File: src/rtl/edge_detection_pkg.sv
// Shared constants for the edge-detection path: subpixel depth, gradient width,
// neighbour slice positions within the packed 3x3 matrix, and saturation limit.
package edge_detection_pkg;

  localparam int unsigned SUBPIXEL_DEPTH = 8;
  localparam int unsigned GRADIENT_BITS  = SUBPIXEL_DEPTH + 3;
  localparam int unsigned SATURATION_MAX = (1 << SUBPIXEL_DEPTH) - 1;

  // Slice index of each neighbour; tl occupies the MSBs, br the LSBs.
  typedef enum int unsigned {
    NB_BR = 0,
    NB_B  = 1,
    NB_BL = 2,
    NB_MR = 3,
    NB_ML = 4,
    NB_TR = 5,
    NB_T  = 6,
    NB_TL = 7
  } neighbour_e;

  function automatic int unsigned slice_lsb(input neighbour_e nb, input int unsigned depth);
    return int'(nb) * depth;
  endfunction

endpackage

File: src/rtl/sobel_gradient.sv
// Combinational Sobel kernels: signed Gx/Gy from the eight neighbours of a
// 3x3 grayscale matrix (centre pixel is not used by either kernel).
module sobel_gradient
  import edge_detection_pkg::*;
#(
  parameter int unsigned P_SUBPIXEL_DEPTH = SUBPIXEL_DEPTH,
  localparam int unsigned GW = P_SUBPIXEL_DEPTH + 3
) (
  input  logic        [8*P_SUBPIXEL_DEPTH-1:0] pixel_matrix,
  output logic signed [GW-1:0]                 gx,
  output logic signed [GW-1:0]                 gy
);

  logic signed [GW-1:0] tl, t, tr, ml, mr, bl, b, br;

  assign tl = GW'(pixel_matrix[slice_lsb(NB_TL, P_SUBPIXEL_DEPTH) +: P_SUBPIXEL_DEPTH]);
  assign t  = GW'(pixel_matrix[slice_lsb(NB_T,  P_SUBPIXEL_DEPTH) +: P_SUBPIXEL_DEPTH]);
  assign tr = GW'(pixel_matrix[slice_lsb(NB_TR, P_SUBPIXEL_DEPTH) +: P_SUBPIXEL_DEPTH]);
  assign ml = GW'(pixel_matrix[slice_lsb(NB_ML, P_SUBPIXEL_DEPTH) +: P_SUBPIXEL_DEPTH]);
  assign mr = GW'(pixel_matrix[slice_lsb(NB_MR, P_SUBPIXEL_DEPTH) +: P_SUBPIXEL_DEPTH]);
  assign bl = GW'(pixel_matrix[slice_lsb(NB_BL, P_SUBPIXEL_DEPTH) +: P_SUBPIXEL_DEPTH]);
  assign b  = GW'(pixel_matrix[slice_lsb(NB_B,  P_SUBPIXEL_DEPTH) +: P_SUBPIXEL_DEPTH]);
  assign br = GW'(pixel_matrix[slice_lsb(NB_BR, P_SUBPIXEL_DEPTH) +: P_SUBPIXEL_DEPTH]);

  // Three guard bits hold +/-4*max exactly, so no intermediate can overflow.
  assign gx = (tr + (mr <<< 1) + br) - (tl + (ml <<< 1) + bl);
  assign gy = (bl + (b  <<< 1) + br) - (tl + (t  <<< 1) + tr);

endmodule

File: src/rtl/sobel_edge_filter.sv
// Three-stage Sobel edge filter: gradients, L1 magnitude, saturate/register.
// Build option: SOBEL_BINARY_THRESHOLD_EN turns the output into a binary edge map.
module sobel_edge_filter
  import edge_detection_pkg::*;
#(
  parameter int unsigned P_FRAME_COLUMNS     = 640,
  parameter int unsigned P_FRAME_ROWS        = 480,
  parameter int unsigned P_SUBPIXEL_DEPTH    = SUBPIXEL_DEPTH,
  parameter int unsigned P_FRAME_COLUMN_BITS = $clog2(P_FRAME_COLUMNS),
  parameter int unsigned P_FRAME_ROW_BITS    = $clog2(P_FRAME_ROWS),
  parameter int unsigned P_PIXEL_MATRIX_BITS = 8 * P_SUBPIXEL_DEPTH
) (
  input  logic                           I_CLK,
  input  logic                           I_RESET,
  input  logic [P_PIXEL_MATRIX_BITS-1:0] I_PIXEL_MATRIX,
  input  logic [P_FRAME_COLUMN_BITS-1:0] I_PIXEL_COLUMN,
  input  logic [P_FRAME_ROW_BITS-1:0]    I_PIXEL_ROW,
  input  logic                           I_PIXEL_MATRIX_READY,
  input  logic [P_SUBPIXEL_DEPTH-1:0]    I_THRESHOLD,
  output logic [P_SUBPIXEL_DEPTH-1:0]    O_EDGE_PIXEL,
  output logic [P_FRAME_COLUMN_BITS-1:0] O_EDGE_COLUMN,
  output logic [P_FRAME_ROW_BITS-1:0]    O_EDGE_ROW,
  output logic                           O_EDGE_VALID,
  output logic                           O_FRAME_DONE
);

  localparam int unsigned GW = P_SUBPIXEL_DEPTH + 3;
  localparam logic [P_FRAME_COLUMN_BITS-1:0] LAST_COLUMN = P_FRAME_COLUMN_BITS'(P_FRAME_COLUMNS - 2);
  localparam logic [P_FRAME_ROW_BITS-1:0]    LAST_ROW    = P_FRAME_ROW_BITS'(P_FRAME_ROWS - 2);

  logic signed [GW-1:0]            gx_comb, gy_comb;
  logic signed [GW-1:0]            gx_s1, gy_s1;
  logic                            valid_s1, valid_s2;
  logic [P_FRAME_COLUMN_BITS-1:0]  column_s1, column_s2;
  logic [P_FRAME_ROW_BITS-1:0]     row_s1, row_s2;
  logic [GW-1:0]                   abs_gx, abs_gy, magnitude_s2;
  logic [P_SUBPIXEL_DEPTH-1:0]     saturated, pixel_next;

  sobel_gradient #(
    .P_SUBPIXEL_DEPTH(P_SUBPIXEL_DEPTH)
  ) u_gradient (
    .pixel_matrix(I_PIXEL_MATRIX),
    .gx          (gx_comb),
    .gy          (gy_comb)
  );

  always_comb begin
    abs_gx = gx_s1[GW-1] ? -gx_s1 : gx_s1;
    abs_gy = gy_s1[GW-1] ? -gy_s1 : gy_s1;
  end

  always_comb begin
    saturated = magnitude_s2[P_SUBPIXEL_DEPTH-1:0];
    if (|magnitude_s2[GW-1:P_SUBPIXEL_DEPTH]) saturated = '1;
  end

`ifdef SOBEL_BINARY_THRESHOLD_EN
  always_comb begin
    pixel_next = '0;
    if (saturated >= I_THRESHOLD) pixel_next = '1;
  end
`else
  logic unused_threshold;
  assign unused_threshold = ^I_THRESHOLD;
  always_comb begin
    pixel_next = saturated;
  end
`endif

  // Output data only loads on a valid entry so it stays zero after reset
  // until the first real result arrives.
  always_ff @(posedge I_CLK) begin
    if (I_RESET) begin
      valid_s1      <= 1'b0;
      valid_s2      <= 1'b0;
      O_EDGE_VALID  <= 1'b0;
      O_FRAME_DONE  <= 1'b0;
      O_EDGE_PIXEL  <= '0;
      O_EDGE_COLUMN <= '0;
      O_EDGE_ROW    <= '0;
    end else begin
      valid_s1     <= I_PIXEL_MATRIX_READY;
      gx_s1        <= gx_comb;
      gy_s1        <= gy_comb;
      column_s1    <= I_PIXEL_COLUMN + 1'b1;
      row_s1       <= I_PIXEL_ROW + 1'b1;

      valid_s2     <= valid_s1;
      magnitude_s2 <= abs_gx + abs_gy;
      column_s2    <= column_s1;
      row_s2       <= row_s1;

      O_EDGE_VALID <= valid_s2;
      O_FRAME_DONE <= valid_s2 && (column_s2 == LAST_COLUMN) && (row_s2 == LAST_ROW);
      if (valid_s2) begin
        O_EDGE_PIXEL  <= pixel_next;
        O_EDGE_COLUMN <= column_s2;
        O_EDGE_ROW    <= row_s2;
      end
    end
  end

endmodule

File: config.mk
export PLATFORM = sky130hd
export DESIGN_NAME = sobel_edge_filter
export DESIGN_NICKNAME = d
export VERILOG_FILES = /design/src/rtl/edge_detection_pkg.sv /design/src/rtl/sobel_gradient.sv /design/src/rtl/sobel_edge_filter.sv
export SDC_FILE = /design/constraint.sdc
export NUM_CORES = 1
export LEC_CHECK = 0
export CORE_ASPECT_RATIO = 0.6
export CORE_MARGIN = 1
export CORE_UTILIZATION = 54
export CTS_CLUSTER_SIZE = 30
export DETAILED_ROUTE_END_ITERATION = 6
export HOLD_SLACK_MARGIN = 0.12
export PLACE_DENSITY = 0.91
export SLEW_MARGIN = 20
export SYNTH_ARGS = -nofsm -noshare
export SYNTH_HDL_FRONTEND = slang
export SYNTH_HIERARCHICAL = 1
export SYNTH_SLANG_ARGS = --single-unit
export TNS_END_PERCENT = 50
File: constraint.sdc
create_clock -name I_CLK -period 3.95 [get_ports I_CLK]
set_clock_uncertainty 0.1 [all_clocks]
set_input_delay 0.395 -clock I_CLK [delete_from_list [all_inputs] [get_ports I_CLK]]
set_output_delay 0.395 -clock I_CLK [all_outputs]
set_load 0.03 [all_outputs]
# Yosys cells after proc, flatten, opt, wreduce, memory -nomap -nowiden
# Cells that the tools add are included.
[op_classes]
eq_ne = 2
mux = 3
n_addsub = 15
reduce_logical = 3
[op_table]
columns = ["operator", "count"]
rows = [
  ["$add A8 B9 Y10", 4],
  ["$add A11 B9 Y11", 3],
  ["$mux W11", 2],
  ["$neg A11 Y11", 2],
  ["$sub A11 B11 Y11", 2],
  ["$add A10 B8 Y11", 1],
  ["$add A11 B11 Y11", 1],
  ["$add A10 B1 Y10 const B", 1],
  ["$eq A10 B10 Y1 const B", 1],
  ["$add A9 B1 Y9 const B", 1],
  ["$eq A9 B9 Y1 const B", 1],
  ["$mux W8", 1],
  ["$reduce_or A3 Y1", 1],
  ["$logic_and A1 B1 Y1", 2],
]
[totals]
regBits = 102
in_bits = 94
out_inout_bits = 29
word_cells = 37

# Logic depth before layout (Yosys ltp)
# Gate-level depths: netlist of run 1.
[logic_depth]
ltp_word = 3
ltp_mapped = 15
depth_no_buf = 15

# Hierarchy
# The synthesis of run 1 kept the hierarchy.
[modules_own_cells]
columns = ["module", "n_inst", "seq_area_each_um2", "cells_per_inst", "area_each_um2"]
rows = [
  ["sobel_edge_filter", 1, 2752.6, 317, 4284.1],
  ["sobel_gradient", 1, 0.0, 276, 2447.3],
]

# Least setup slack after synthesis of run 1
# OpenSTA, ideal clock, no wires.
[synth_path]
kind = "input to register"
from = "input I_PIXEL_MATRIX[18]"
to = "register gx_s1[6], data pin"
required_time_ns = 3.588
stages = 12
arrival_ns = 3.147
n_path_buf = 0
path_slack_ns = 0.442
setup_time_ns = 0.262
cell_sequence = "inv_1 -> fa_1 -> fa_1 -> inv_1 -> fa_1 -> inv_1 -> ha_1 -> a21o_1 -> a21oi_2 -> nor2_1 -> a211oi_1 -> xnor2_1"
[synth_via]
elab_chain_cells = 2
[synth_rtl]
columns = ["item", "line", "source"]
rows = [
  ["from (decl)", "sobel_edge_filter.sv:15", "input logic [P_PIXEL_MATRIX_BITS-1:0] I_PIXEL_MATRIX,"],
  ["$add A11 B9 Y11", "sobel_gradient.sv:26", "assign gx = (tr + (mr <<< 1) + br) - (tl + (ml <<< 1) + bl);"],
  ["$sub A11 B11 Y11", "sobel_gradient.sv:26", ""],
  ["via gx_comb[6]", "sobel_edge_filter.sv:31", "logic signed [GW-1:0] gx_comb, gy_comb;"],
  ["to (signal assigned)", "sobel_edge_filter.sv:83", "gx_s1 <= gx_comb;"],
  ["to (decl)", "sobel_edge_filter.sv:32", "logic signed [GW-1:0] gx_s1, gy_s1;"],
]
# The timed path passes the listed nets, and every way through them passes these cells.
# A chain may end at the register's enable or synchronous reset.

# Final worst setup path of run 1
[layout_path]
from = "input I_PIXEL_MATRIX[45]"
to = "register gy_s1[8], data pin"
[layout_via]
elab_chain_cells = 2
[layout_rtl]
columns = ["item", "line", "source"]
rows = [
  ["$add A10 B8 Y11", "sobel_gradient.sv:27", "assign gy = (bl + (b <<< 1) + br) - (tl + (t <<< 1) + tr);"],
  ["$sub A11 B11 Y11", "sobel_gradient.sv:27", ""],
  ["via gy_comb[8]", "sobel_edge_filter.sv:31", ""],
  ["to (signal assigned)", "sobel_edge_filter.sv:84", "gy_s1 <= gy_comb;"],
  ["to (decl)", "sobel_edge_filter.sv:32", ""],
]
# The timed path passes the listed nets, and every way through them passes these cells.

==> results of run 1 <==
-- sequential cells by signal, summed over array words and instances (netlist names) --
name,count
gx_s1,11
gy_s1,11
magnitude_s2,11
O_EDGE_COLUMN,10
column_s1,10
column_s2,10
O_EDGE_ROW,9
row_s1,9
row_s2,9
O_EDGE_PIXEL,8
O_EDGE_VALID,1
O_FRAME_DONE,1
valid_s1,1
valid_s2,1
-- cells by family (layout without fill, tap and decap cells) --
| logic type | Yosys count | count (layout) | share of synthesized area [%] |
|---|---|---|---|
| flops | 102 | 102 | 40.9 |
| compound gates | 58 | 58 | 6.51 |
| mux | 19 | 19 | 2.83 |
| simple gates | 107 | 107 | 8.36 |
| buf+inv | 151 | 301 | 8.46 |
| xor+xnor | 55 | 55 | 7.16 |
| fa+ha+maj | 101 | 101 | 25.8 |
-- timing repair --
item | 4_1_cts | 5_1_grt
resized for setup | 0 | 4
setup endpoints to repair | 0 | 6
hold buffers | 0 | 0
-- power breakdown --
group | internal (mW) | switching [mW] | total (mW)
Clock | 0.508 | 0.412 | 0.920
Sequential | 1.59 | 0.151 | 1.74
Combinational | 1.58 | 1.70 | 3.28
-- worst min path at each step --
stage                        endpoint  depth (start not counted)
3_3_place_gp   column_s2[8]$_DFFE_PN_                          0
4_1_cts        column_s2[4]$_DFFE_PN_                          0
5_1_grt        column_s2[7]$_DFFE_PN_                          0
2_1_floorplan  column_s2[0]$_DFFE_PN_                          0
3_5_place_dp   column_s2[4]$_DFFE_PN_                          0
6_report       column_s2[4]$_DFFE_PN_                          0
-- area by class of cell --
type                       count  area [um2]  area share [%]
multi-input combinational    340        3430            39.9
sequential                   102        2750            32.0
timing repair buffer         142        1360            15.9
inverter                     143         537            6.24
clock buffer                   9         225            2.62
tap                          165         206            2.40
clock inverter                 7        87.6            1.02
-- worst max-delay path, cell delays in order --
cell and delay, ns:
clkdlybuf4s50_1 0.50, inv_1 0.07, fa_1 0.52, fa_1 0.54, inv_1 0.05, fa_1 0.53
inv_1 0.05, ha_1 0.30, and2_1 0.16, a311oi_1 0.35, a31oi_1 0.14, nor2_1 0.14
xnor2_1 0.08
-- synth_stat cells (all sizes together), types with 3 or more instances --
| library cell | count |
|---|---|
| and3 | 3 |
| a31oi | 3 |
| edfxtp | 71 |
| dfxtp | 31 |
| o31ai | 5 |
| o221a | 9 |
| nand4b | 3 |
| clkbuf | 6 |
| nor2 | 34 |
| o21a | 3 |
| o2111ai | 3 |
| a21oi | 8 |
| nand3 | 19 |
| o41ai | 3 |
| nand2 | 19 |
| inv | 142 |
| xnor2 | 45 |
| xor2 | 10 |
| mux2i | 19 |
| nand2b | 6 |
| o21ai | 14 |
| nor2b | 8 |
| or3 | 5 |
| fa | 63 |
| ha | 38 |
| a21o | 4 |
-- routing by layer --
metal | track usage [%] | vias to the layer above | routed length (um)
met4 | 5.87 | 0 | 210
met1 | 28.2 | 2205 | 5870
li1 | - | 2218 | -
met5 | 0 | - | 0
met3 | 5.46 | 25 | 751
met2 | 39.2 | 136 | 6640
==> impl_metrics.yaml, run 1 <==
run_status:
  status: "finished clean"
synth:
  netlist_area_um2: 6730
  yosys-top-cells-area: "edfxtp_1, fa_1, dfxtp_1"
  synth_flop_cell: "edfxtp_1"
  syn-num-nets: 788
  synth-async-reset-ratio_pct: 0
  yosysTopAreaCellShare_pct: 31.7
  synth_top_cell_by_area: "edfxtp_1"
  synth_area_per_cell_um2: 11.4
  yosysUniqueCellTypes: 45
  ys_ff_latch: 102
  ys_warn_count: 6
  synth-seq-area-share_pct: 40.9
  synthCells: 593
  synth_edf_count: 71
worst_setup_path:
  worstPathRequired_ns: 3.94
  cp_max_fo: 2
  rr_endpoint: "magnitude_s2[10]$_DFFE_PN_"
  cp.arrival_ns: 3.82
  crit_path_start: "I_PIXEL_MATRIX[45]"
  critPathCaptureType: "flip-flop"
  path_class: "in2reg"
  reg2reg_depth: 12
  endpoint: "gy_s1[8]$_DFFE_PN_"
  regToRegSetupSlack_ns: 0.68
  worstReg2RegStart: "gy_s1[1]$_DFFE_PN_"
  worstSetupStartpointType: "input port"
timing:
  max_freq_mhz: 261
  grt_setup_unrepaired: "yes"
  finalSetupTns_ns: 0
  final_max_slew_viol_count: 0
  layout_min_cycle_time_ns: 3.83
  tightest_slew_ns: 0.726
  setup_viol: 0
  hold_viol_final: 0
  fin_crit_sh_pct: 96.9
  hold_slack_ns: 0.322
  slew_headroom_pct: 51.6
  setup_ws_ns: 0.123
clock_tree:
  cts_tree: "built"
  cts.sinks: 102
  cts_made_buffers: 9
  clock_latency_ns: 0.34
  h-tree-depth: 3
  root_buffer: "clkbuf_16"
  cts.clk_slew.worst_paths_ns: 0.07
  postCtsSetupBuffers: 0
  cts_buffer_depth: 2
final_layout:
  layout_commonest_cell: "inv_1"
  fin_util_pct: 71.1
  final_cell_mix: "inv_1, clkdlybuf4s50_1, edfxtp_1"
  syn_to_final_growth_pct: 27.8
  num-nets-final: 933
  drive_gt1_share_pct: 8.88
  n_fill_cell: 811
  diodes: 0
  final_area_um2: 8600
  instances_no_fill: 908
global_routing:
  grt_pass1_vias: 4776
  grt_overflow_total: 0
  grt_usage_pct: 22.3
  grt_pass1_wl_um: 22400
  grt_max_degree: 46
  antenna_found_initial: 0
floorplan:
  die_area_um2: 12900
  die_y_um: 88.5
  coreArea_um2: 12100
  core.rowCount: 31
  io_pins: 123
  chipWidth_um: 146
  start_util_pct: 55.6
place:
  placed_cells: 892
  port_buffers: 114
  dp_hpwl_um: 11200
  gp_congestion: 0.863
  pre_cts_ws_ns: -0.352
  place_area_um2: 8270
pwr:
  ir_drop_mv: 0.479
  fin_total_pwr_mw: 5.94
  power_leakage_nw: 3.72
  p_per_area_nw_per_um2: 691
drt:
  routed_wl_um: 13500
  viasPerCell: 5.05
  final_antenna_net_count: 0
  drc_errors: 0
  first_pass_iters: 5
  wl_per_cell_um: 14.8
  drt_iter0_markers: 261
  num_vias: 4584
min_path:
  hold_path_class: "reg2reg"
  min_from: "column_s1[4]$_DFFE_PN_"
job:
  drv_cap: 0
Note: power is estimated with default switching activity, not from simulation.
==> run 2: changes to the inputs <==
--- a/config.mk
+++ b/config.mk
@@ -5,6 +5,7 @@
 export SDC_FILE = /design/constraint.sdc
 export NUM_CORES = 1
 export LEC_CHECK = 0
+export CAP_MARGIN = 20
 export CORE_ASPECT_RATIO = 0.6
 export CORE_MARGIN = 1
 export CORE_UTILIZATION = 54
@@ -12,6 +13,7 @@
 export DETAILED_ROUTE_END_ITERATION = 6
 export HOLD_SLACK_MARGIN = 0.12
 export PLACE_DENSITY = 0.91
+export SKIP_LAST_GASP = 1
 export SLEW_MARGIN = 20
 export SYNTH_ARGS = -nofsm -noshare
 export SYNTH_HDL_FRONTEND = slang
==> run 2 against run 1 <==
  * Sequential power about the same
  * Count of clock-buffer cells in the layout did not move
  * Sequential share of layout area barely moved
  * Setup slack got worse by 0.037 ns
==> impl_metrics.yaml, run 2 (synthesized netlist as in run 1, its figures left out) <==
clock_tree:
  h-tree-depth: 3
  postCtsSetupBuffers: 0
  clock_latency_ns: 0.34
  cts.clk_slew.worst_paths_ns: 0.07
  cts_buffer_depth: 2
  root_buffer: "clkbuf_16"
  cts_tree: "built"
  cts.sinks: 102
  cts_made_buffers: 9
timing:
  fin_crit_sh_pct: 97.8
  setup_ws_ns: 0.0854
  final_max_slew_viol_count: 0
  hold_viol_final: 0
  max_freq_mhz: 259
  layout_min_cycle_time_ns: 3.86
  grt_setup_unrepaired: "yes"
  setup_viol: 0
  slew_headroom_pct: 51.7
  hold_slack_ns: 0.321
  tightest_slew_ns: 0.724
pwr:
  p_sw_mw: 2.25
  pwr-share-comb_pct: 55.1
  fin_total_pwr_mw: 5.92
  p_per_area_nw_per_um2: 689
  swShare_pct: 38.0
  ir_drop_mv: 0.479
  p_int_mw: 3.67
  pwr-share-seq_pct: 29.4
  clkPwrFrac_pct: 15.5
  power_leakage_nw: 3.72
floorplan:
  start_util_pct: 55.6
  core.rowCount: 31
  io_pins: 123
  die_y_um: 88.5
  chipWidth_um: 146
  die_area_um2: 12900
  coreArea_um2: 12100
job:
  drv_cap: 0
final_layout:
  diodes: 0
  n_fill_cell: 812
  instances_no_fill: 908
  multi_input_area_um2: 3420
  register_area_um2: 2750
  final_cell_mix: "inv_1, clkdlybuf4s50_1, edfxtp_1"
  num-nets-final: 933
  drive_gt1_share_pct: 8.75
  top_regs: "gx_s1: 11 flops, gy_s1: 11 flops, magnitude_s2: 11 flops"
  layout_commonest_cell: "inv_1"
  syn_to_final_growth_pct: 27.6
place:
  gp_congestion: 0.863
  pre_cts_ws_ns: -0.352
  dp_hpwl_um: 11200
  placed_cells: 892
  port_buffers: 114
global_routing:
  antenna_found_initial: 0
  grt_max_degree: 46
  grt_pass1_wl_um: 22400
  grt_usage_pct: 22.3
  grt_pass1_vias: 4776
  grt_overflow_total: 0
worst_setup_path:
  slowest_stage: "fa_1"
  worstReg2RegStart: "gy_s1[0]$_DFFE_PN_"
  critPathCaptureType: "flip-flop"
  regToRegSetupSlack_ns: 0.68
  rr_endpoint: "magnitude_s2[10]$_DFFE_PN_"
  cp_cell_sequence: "clkdlybuf4s50_1 > inv_1 > fa_1 > fa_1 > inv_1 > fa_1 > inv_1 > ha_1 > a21o_1 > a21oi_2 > nor2_1 > a211oi_2 > xnor2_1"
  worstSetupStartpointType: "input port"
  max_stage_delay_ns: 0.59
  cp_max_fo: 3
  cp.arrival_ns: 3.86
  worstPathRequired_ns: 3.95
  reg2reg_depth: 12
  path_class: "in2reg"
drt:
  num_vias: 4554
  viasPerCell: 5.02
  drc_errors: 0
  drt_iter0_markers: 314
  wl_per_cell_um: 14.8
  routed_wl_um: 13500
  final_antenna_net_count: 0
  first_pass_iters: 4
run_status:
  status: "finished clean"
min_path:
  holdPathStages: 0
  hold_path_class: "reg2reg"
  min_from: "column_s1[4]$_DFFE_PN_"
  min_to: "column_s2[4]$_DFFE_PN_"
[run 2: cell type report]
cell class                      count  share of cell area, %
Tap cell                          165                   2.40
Clock buffer                        9                   2.62
Inverter                          143                   6.25
Clock inverter                      7                   1.02
Multi-Input combinational cell    340                   39.8
Timing Repair Buffer              142                   15.9
Sequential cell                   102                   32.0
[run 2: critical path, delay by kind of cell]
family / cells / cell delay (ns)
xor gates and xnor gates: 1 / 0.10
AOI/OAI and AO/OA: 3 / 0.66
adders and majority gates: 4 / 1.95
and+or+nand+nor: 1 / 0.09
buffers and inverters: 4 / 0.66
[run 2: per-stage QoR]
stage / utilization (%) / setup TNS (ns) / cell area [um2]
after floorplan: - / 0 / 6730
after global placement: 68.3 / -0.941 / 8270
after detailed placement: 68.3 / -2.24 / 8270
after CTS: 70.9 / 0 / 8580
after global routing: 71.0 / -0.109 / 8590
final: 71.0 / 0 / 8590
[run 2: what timing repair did]
action,CTS,global route
hold buffers,0,0
resized for setup,0,2
endpoints found under the setup margin,0,6
[run 2: power groups by stage]
stage	combinational (mW)	sequential, mW	clock [mW]
final	3.26	1.74	0.921
after global routing	3.65	1.76	0.980
after CTS	3.23	1.74	0.931
after detailed placement	3.20	1.76	0
after global placement	3.00	1.75	0
after floorplan	2.33	1.73	0
[run 2: how the worst max path moves through the flow]
stage                     depth (start not counted)                from  slack [ns]                  to
final                                            13  I_PIXEL_MATRIX[18]        0.09  gx_s1[6]$_DFFE_PN_
after global routing                             13  I_PIXEL_MATRIX[18]       -0.06  gx_s1[6]$_DFFE_PN_
after CTS                                        13  I_PIXEL_MATRIX[18]        0.02  gx_s1[6]$_DFFE_PN_
after detailed placement                         13  I_PIXEL_MATRIX[18]       -0.35  gx_s1[6]$_DFFE_PN_
after global placement                           13  I_PIXEL_MATRIX[18]       -0.16  gx_s1[6]$_DFFE_PN_
after floorplan                                  12  I_PIXEL_MATRIX[18]        0.44  gx_s1[6]$_DFFE_PN_
[run 2: routing by layer]
metal  global-route usage [%]  vias up  part of all wire (%)
met5                        0        -                     0
met4                     5.87        0                   1.7
met3                     5.46       29                   5.0
met2                     39.2      140                    49
met1                     28.2     2166                    44
li1                         -     2219                     -
==> run 3: changes to the inputs <==
--- a/config.mk
+++ b/config.mk
@@ -5,6 +5,7 @@
 export SDC_FILE = /design/constraint.sdc
 export NUM_CORES = 1
 export LEC_CHECK = 0
+export ABC_CLOCK_PERIOD_IN_PS = 3950
 export CAP_MARGIN = 20
 export CORE_ASPECT_RATIO = 0.6
 export CORE_MARGIN = 1
@@ -14,7 +15,7 @@
 export HOLD_SLACK_MARGIN = 0.12
 export PLACE_DENSITY = 0.91
 export SKIP_LAST_GASP = 1
-export SLEW_MARGIN = 20
+export SLEW_MARGIN = 25
 export SYNTH_ARGS = -nofsm -noshare
 export SYNTH_HDL_FRONTEND = slang
 export SYNTH_HIERARCHICAL = 1
==> results of run 3 <==
No change in the layout: final DEF, timing and power equal those of run 2.
